<file path="config.mk">
export PLATFORM = sky130hd
export DESIGN_NAME = hazard_ctrl
export DESIGN_NICKNAME = d
export VERILOG_FILES = /design/src/rtl/hazard_pkg.sv /design/src/rtl/hazard_match.sv /design/src/rtl/hazard_ctrl.sv
export SDC_FILE = /design/constraint.sdc
export NUM_CORES = 1
export LEC_CHECK = 0
export ABC_AREA = 0
export BUFFER_PORTS_ARGS = -buffer_cell sky130_fd_sc_hd__buf_2
export CAP_MARGIN = 20
export CORE_AREA = 2 2 39 41
export DETAILED_ROUTE_END_ITERATION = 6
export DIE_AREA = 0 0 41 43
export PLACE_DENSITY = 0.67
export SYNTH_ARGS = -nofsm -noshare
export SYNTH_HDL_FRONTEND = slang
export SYNTH_SLANG_ARGS = --single-unit
</file>
<file path="constraint.sdc">
create_clock -name i_clk -period 1.45 [get_ports i_clk]
set_input_delay 0.2175 -clock i_clk [delete_from_list [all_inputs] [get_ports i_clk]]
set_output_delay 0.2175 -clock i_clk [all_outputs]
set_load 0.01 [all_outputs]
</file>
<file path="src/rtl/hazard_pkg.sv">
// Shared types and constants for the pipeline hazard control unit.
// Elaboration-time parameter check lives here so every user validates the same ranges.
package hazard_pkg;

  typedef enum logic {
    S_RUN   = 1'b0,
    S_MULTI = 1'b1
  } hz_state_e;

  typedef struct packed {
    logic pc_enable;
    logic if_id_enable;
    logic if_id_flush;
    logic pipeline_stall;
    logic ex_hold;
  } hz_out_t;

  localparam logic RUN_PC_ENABLE      = 1'b1;
  localparam logic RUN_IF_ID_ENABLE   = 1'b1;
  localparam logic RUN_IF_ID_FLUSH    = 1'b0;
  localparam logic RUN_PIPELINE_STALL = 1'b1;
  localparam logic RUN_EX_HOLD        = 1'b0;

  localparam hz_out_t HZ_RUN_OUT = '{
    pc_enable:      RUN_PC_ENABLE,
    if_id_enable:   RUN_IF_ID_ENABLE,
    if_id_flush:    RUN_IF_ID_FLUSH,
    pipeline_stall: RUN_PIPELINE_STALL,
    ex_hold:        RUN_EX_HOLD
  };

  localparam int HZ_CNT_BITS = 4;

  function automatic bit hz_params_ok(int mulLat, int loadLat, int cntW);
    return (mulLat >= 2) && (mulLat <= 16) &&
           (loadLat >= 1) && (loadLat <= 2) &&
           (cntW >= 1);
  endfunction

endpackage

</file>
<file path="src/rtl/hazard_match.sv">
// Register dependency detector: flags a producer rd that one of the decode sources really reads.
// x0 is hardwired to zero, so a match on register 0 is never a hazard.
module hazard_match #(
  parameter int REG_AW = 5
) (
  input  logic [REG_AW-1:0] rd_i,
  input  logic [REG_AW-1:0] rs1_i,
  input  logic [REG_AW-1:0] rs2_i,
  input  logic              rs1_used_i,
  input  logic              rs2_used_i,
  output logic              hit_o
);

  logic rdNonZero;
  logic rs1Hit;
  logic rs2Hit;

  assign rdNonZero = (rd_i != '0);
  assign rs1Hit    = rs1_used_i && (rs1_i == rd_i);
  assign rs2Hit    = rs2_used_i && (rs2_i == rd_i);
  assign hit_o     = rdNonZero && (rs1Hit || rs2Hit);

endmodule

</file>
<file path="src/rtl/hazard_ctrl.sv">
// Hazard control unit: load-use stalls, multi-cycle EX freeze and taken-branch IF/ID flush.
// Optional perf counters (o_stall_cnt, o_flush_cnt) are built only when HAZARD_PERF_CNT_EN is defined.
module hazard_ctrl
  import hazard_pkg::*;
#(
  parameter int REG_AW   = 5,
  parameter int LOAD_LAT = 1,
  parameter int MUL_LAT  = 4,
  parameter int CNT_W    = 32
) (
  input  logic              i_clk,
  input  logic              i_rst_n,
  input  logic [REG_AW-1:0] i_id_rs1,
  input  logic [REG_AW-1:0] i_id_rs2,
  input  logic              i_id_rs1_used,
  input  logic              i_id_rs2_used,
  input  logic [REG_AW-1:0] i_ex_rd,
  input  logic              i_ex_read,
  input  logic [REG_AW-1:0] i_mem_rd,
  input  logic              i_mem_read,
  input  logic              i_ex_multi,
  input  logic              i_branch_taken,
  output logic              o_pc_enable,
  output logic              o_if_id_register_enable,
  output logic              o_if_id_flush,
  output logic              o_pipeline_stall,
`ifdef HAZARD_PERF_CNT_EN
  output logic              o_ex_hold,
  output logic [CNT_W-1:0]  o_stall_cnt,
  output logic [CNT_W-1:0]  o_flush_cnt
`else
  output logic              o_ex_hold
`endif
);

  if (!hz_params_ok(MUL_LAT, LOAD_LAT, CNT_W)) begin : g_bad_params
    $error("hazard_ctrl: MUL_LAT must be 2..16, LOAD_LAT 1..2, CNT_W >= 1");
  end

  localparam logic [HZ_CNT_BITS-1:0] MULTI_LOAD = HZ_CNT_BITS'(MUL_LAT - 1);

  hz_state_e              state_q, state_d;
  logic [HZ_CNT_BITS-1:0] cnt_q, cnt_d;
  hz_out_t                outs;

  logic hitEx;
  logic hitMem;
  logic luEx;
  logic luMem;

  hazard_match #(.REG_AW(REG_AW)) u_match_ex (
    .rd_i       (i_ex_rd),
    .rs1_i      (i_id_rs1),
    .rs2_i      (i_id_rs2),
    .rs1_used_i (i_id_rs1_used),
    .rs2_used_i (i_id_rs2_used),
    .hit_o      (hitEx)
  );

  hazard_match #(.REG_AW(REG_AW)) u_match_mem (
    .rd_i       (i_mem_rd),
    .rs1_i      (i_id_rs1),
    .rs2_i      (i_id_rs2),
    .rs1_used_i (i_id_rs1_used),
    .rs2_used_i (i_id_rs2_used),
    .hit_o      (hitMem)
  );

  assign luEx  = i_ex_read && hitEx;
  // With single-cycle load latency the MEM-stage load already forwards, so it is never a hazard.
  assign luMem = (LOAD_LAT >= 2) ? (i_mem_read && hitMem) : 1'b0;

  always_comb begin
    outs    = HZ_RUN_OUT;
    state_d = state_q;
    cnt_d   = cnt_q;
    unique case (state_q)
      S_RUN: begin
        if (i_branch_taken) begin
          outs.if_id_flush    = 1'b1;
          outs.pipeline_stall = 1'b0;
        end else if (i_ex_multi) begin
          state_d = S_MULTI;
          cnt_d   = MULTI_LOAD;
        end else if (luEx || luMem) begin
          outs.pc_enable      = 1'b0;
          outs.if_id_enable   = 1'b0;
          outs.pipeline_stall = 1'b0;
        end
      end
      S_MULTI: begin
        outs.pc_enable    = 1'b0;
        outs.if_id_enable = 1'b0;
        outs.ex_hold      = 1'b1;
        cnt_d             = cnt_q - 1'b1;
        if (cnt_q == HZ_CNT_BITS'(1)) begin
          state_d = S_RUN;
        end
      end
      default: begin
        state_d = S_RUN;
        cnt_d   = '0;
      end
    endcase
  end

  always_ff @(posedge i_clk or negedge i_rst_n) begin
    if (!i_rst_n) begin
      state_q <= S_RUN;
      cnt_q   <= '0;
    end else begin
      state_q <= state_d;
      cnt_q   <= cnt_d;
    end
  end

  assign o_pc_enable             = outs.pc_enable;
  assign o_if_id_register_enable = outs.if_id_enable;
  assign o_if_id_flush           = outs.if_id_flush;
  assign o_pipeline_stall        = outs.pipeline_stall;
  assign o_ex_hold               = outs.ex_hold;

`ifdef HAZARD_PERF_CNT_EN
  logic [CNT_W-1:0] stallCnt_q;
  logic [CNT_W-1:0] flushCnt_q;

  // Counters saturate rather than wrap so a long run never reports a tiny count.
  always_ff @(posedge i_clk or negedge i_rst_n) begin
    if (!i_rst_n) begin
      stallCnt_q <= '0;
      flushCnt_q <= '0;
    end else begin
      if (!outs.pc_enable && (stallCnt_q != '1)) begin
        stallCnt_q <= stallCnt_q + 1'b1;
      end
      if (outs.if_id_flush && (flushCnt_q != '1)) begin
        flushCnt_q <= flushCnt_q + 1'b1;
      end
    end
  end

  assign o_stall_cnt = stallCnt_q;
  assign o_flush_cnt = flushCnt_q;
`endif

endmodule
</file>
==> parameters.txt <==
Parameter                              Value

Global routing
  Sum of overflow across all layers after global routing ... 0
  Number of antenna violations at the first check in global routing ... 0
  Pin count of the biggest net entering global routing ... 8
  Vias in the first global route ... 441
  First-pass GRT wire length ... 1640 um
  GRT Overall Usage ... 0.138

Clocking
  Insertion delay to the later sink of the worst-skew pair ... 240 ps
  Number of levels in the clock H-tree ... 1
  Total CTS buffers ... 3
  Clock Path Buffers ... 2
  Number of post-CTS setup repair buffers ... 0
  Num Clock Sinks ... 5
  CTS tree ... done
  Clock-pin slew on the worst setup and hold paths ... 50 ps
  Root buffer cell ... sky130_fd_sc_hd__clkbuf_4

Floorplanning
  Starting density of the core ... 0.301
  Total core area ... 0.00138 mm2
  Die Y-Extent ... 43 um
  Overall die area ... 0.00176 mm2
  Die X-Extent ... 41 um
  Rows ... 14
  Boundary Pins ... 33

Worst setup path
  Required time of the critical path ... 1230 ps
  Crit path buf inv count ... 2
  Worst setup path start ... i_ex_rd[1]
  Endpoint kind of the worst setup timing path ... primary output
  Worst reg2reg startpoint ... cnt_q[0]
  Worst Path Arrival ... 1300 ps
  Critical path peak fanout ... 2
  Worst-path cell chain ... buf_6 -> or4_4 -> nor2_4 -> nor3_2 -> a21oi_1 -> buf_2
  Reg2Reg Depth ... 4
  Kind of launch point of the worst setup path ... input port
  Register-to-register setup slack ... 360 ps
  Standard cell with the maximum stage delay on the critical path ... sky130_fd_sc_hd__or4_4
  Dominant delay contributor by cell family on the critical path ... simple AND/OR/NAND/NOR gates
  Worst reg2reg path endpoint ... cnt_q[2]
  Slowest stage delay, CP ... 540 ps
  Path type of the worst setup path ... input port to primary output

Run status
  Violations in the final reports ... setup timing
  Outcome ... complete, but fails checks

Yosys
  Biggest area contributors in the synthesized netlist ... sky130_fd_sc_hd__dfrtp_1 (30%), sky130_fd_sc_hd__xnor2_1 (21%), sky130_fd_sc_hd__ha_1 (6.0%)
  Most instantiated library cell after synthesis ... sky130_fd_sc_hd__xnor2_1
  Top FF cell, synth ... sky130_fd_sc_hd__dfrtp_1
  Post-synthesis compound-gate area fraction ... 0.120
  Combinational family with the most area after synthesis ... XOR/XNOR gates
  Synth Area in Adders ... 0.0601
  Area fraction of the dominant cell type after synthesis ... 0.300
  Gate count of the mapped netlist ... 47
  Synthesized-area fraction occupied by xor and xnor cells ... 0.252
  Async SR Flop Fraction ... 1.00
  Most common library cells after synthesis ... sky130_fd_sc_hd__xnor2_1 (10), sky130_fd_sc_hd__dfrtp_1 (5), sky130_fd_sc_hd__nor3_1 (5), sky130_fd_sc_hd__a21oi_1 (4)
  Synthesized netlist net count ... 77
  Post-Synthesis Mean Instance Area ... 8.86 um2
  Library cell with the largest summed area after synthesis ... sky130_fd_sc_hd__dfrtp_1
  Sequential cell area fraction in the yosys report ... 0.300
  Share of cell area taken by muxes after synthesis ... 0
  Post-synth EDFFs ... 0
  Number of distinct library cells after synthesis ... 19
  Yosys warning count ... 0
  Post-synth design cell area ... 417 um2
  Fraction of the mapped netlist area in simple logic gates ... 0.204
  Flip-flop and latch count after synthesis ... 5

STA
  Setup-failing EPs final ... 3
  Slew headroom ... 0.823
  Hold WS ... 315 ps
  Max-slew violation count ... 0
  Actual slew at the worst max-slew pin ... 265 ps
  Worst-case setup margin in the final layout ... -69.1 ps
  Post-Route Skew ... 1.77 ps
  Period minus WS final ... 1520 ps
  Total Neg Setup Slack ... -197 ps
  Setup repair after global routing missed its margin ... true
  Final clock period utilization by the worst path ... 1.05
  Final-report hold violation count ... 0
  Achievable Freq ... 658 MHz

Layout
  Filler Cells Inserted ... 131
  # diodes ... 0
  Layout area overhead ... 55.9%
  Net count reported at finish ... 111
  Fraction of layout cells with a size suffix above 1 ... 0.475
  Post-route cell area ... 649 um2
  FF+latch area ... 125 um2
  Area used by multi-input combinational logic ... 288 um2

Min path
  Type of the most critical hold path ... input port to asynchronous set/reset pin

Detailed routing
  Avg Vias per Cell ... 4.59
  Number of iterations in the first detailed-routing pass ... 4
  Routed WL per cell ... 10.5 um
  Remaining routing DRC violations ... 0
  Antenna Violating Nets Remaining ... 0
  Detailed Route Iter0 Violations ... 3
  Total wirelength of the detailed-routed design ... 1010 um
  Total vias in the final route ... 441

Placed design
  Total placed instance area ... 582 um2
  Routability congestion estimate from global placement ... 0.699
  Post-placement worst setup slack ... -112 ps
  Buffers added on ports ... 26
  Post-DP HPWL ... 818 um

Run
  Number of max-capacitance violations reported ... 0

Power
  Psw ... 0.000332 W
  Relative contribution of combinational cells to total power ... 0.465
  Fraction of power spent switching nets ... 0.389
  Maximum ir drop on the vdd rail ... 0.385 mV
  Leakage ... 0.309 nW
  Clk network pwr share ... 0.195
  Internal power summed over all cells ... 0.000521 W
  Share of power burned in registers ... 0.340
  Power density of the placed cells ... 1310 mW/mm2
==> how the worst max path moves through the flow <==
stage	end	slack [ps]	cells after the start
global placement	o_pipeline_stall	-110	6
floorplan	o_pc_enable	-10	5
CTS	o_pc_enable	-80	6
global route	o_pipeline_stall	-160	6
finish	o_pipeline_stall	-70	6
detailed placement	o_if_id_register_enable	-110	6
==> registers in the layout, summed over array words and instances, names as in the netlist <==
name / count
cnt_q: 4
state_q: 1
==> layer usage <==
layer,global-route usage,vias up,wire length [um]
met5,0,-,0
met4,0.100,0,14
met3,0,2,70
met2,0.234,20,530
met1,0.151,192,394
li1,-,227,-
==> kinds of logic after synthesis <==
family	Yosys count
AND/OR/NAND/NOR	16
XOR/XNOR	12
AO/OA/AOI/OAI	8
flip-flops	5
buffers and inverters	4
adder cells (fa/ha/maj)	2
==> area by class of cell <==
| type | instances | share of cell area |
|---|---|---|
| Clock buffer | 4 | 0.0405 |
| Inverter | 2 | 0.0116 |
| Multi-Input combinational cell | 38 | 0.443 |
| Sequential cell | 5 | 0.193 |
| Tap cell | 16 | 0.0308 |
| Timing Repair Buffer | 31 | 0.281 |
==> through the flow <==
stage          cells  power [W]   util
4_1_cts           96   0.000861  0.466
5_1_grt           96   0.000932  0.469
6_report          96   0.000854  0.469
3_5_place_dp      91   0.000680  0.420
3_3_place_gp      91   0.000660  0.420
2_1_floorplan     47   0.000562      -
==> placed cells by master, fill, tap and decap left out, drive strengths merged, types with 2 or more instances in the layout <==
master  synthesis  routed
nand2           2       2
nor2            3       3
inv             2       2
clkbuf          0       4
xnor2          10      10
nand4           2       2
buf             2      30
a22o            2       2
xor2            2       2
nor2b           2       2
nor3            5       5
a21oi           4       4
ha              2       2
dfrtp           5       5
==> power groups by stage <==
stage | Clock, W | Sequential [W] | Combinational (W)
floorplan | 0 | 0.000270 | 0.000292
global placement | 0 | 0.000287 | 0.000373
detailed placement | 0 | 0.000290 | 0.000390
CTS | 0.000175 | 0.000289 | 0.000397
global route | 0.000179 | 0.000307 | 0.000446
finish | 0.000167 | 0.000290 | 0.000397
==> repair_timing <==
action / 4_1_cts / 5_1_grt
gates cloned: 0 / 0
hold buffers: 1 / 0
resized for setup: 5 / 1
pin swaps: 5 / 5
endpoints found under the setup margin: 3 / 3
endpoints found under the hold margin: 5 / 0
No activity file was read; power rests on OpenSTA's default activity.
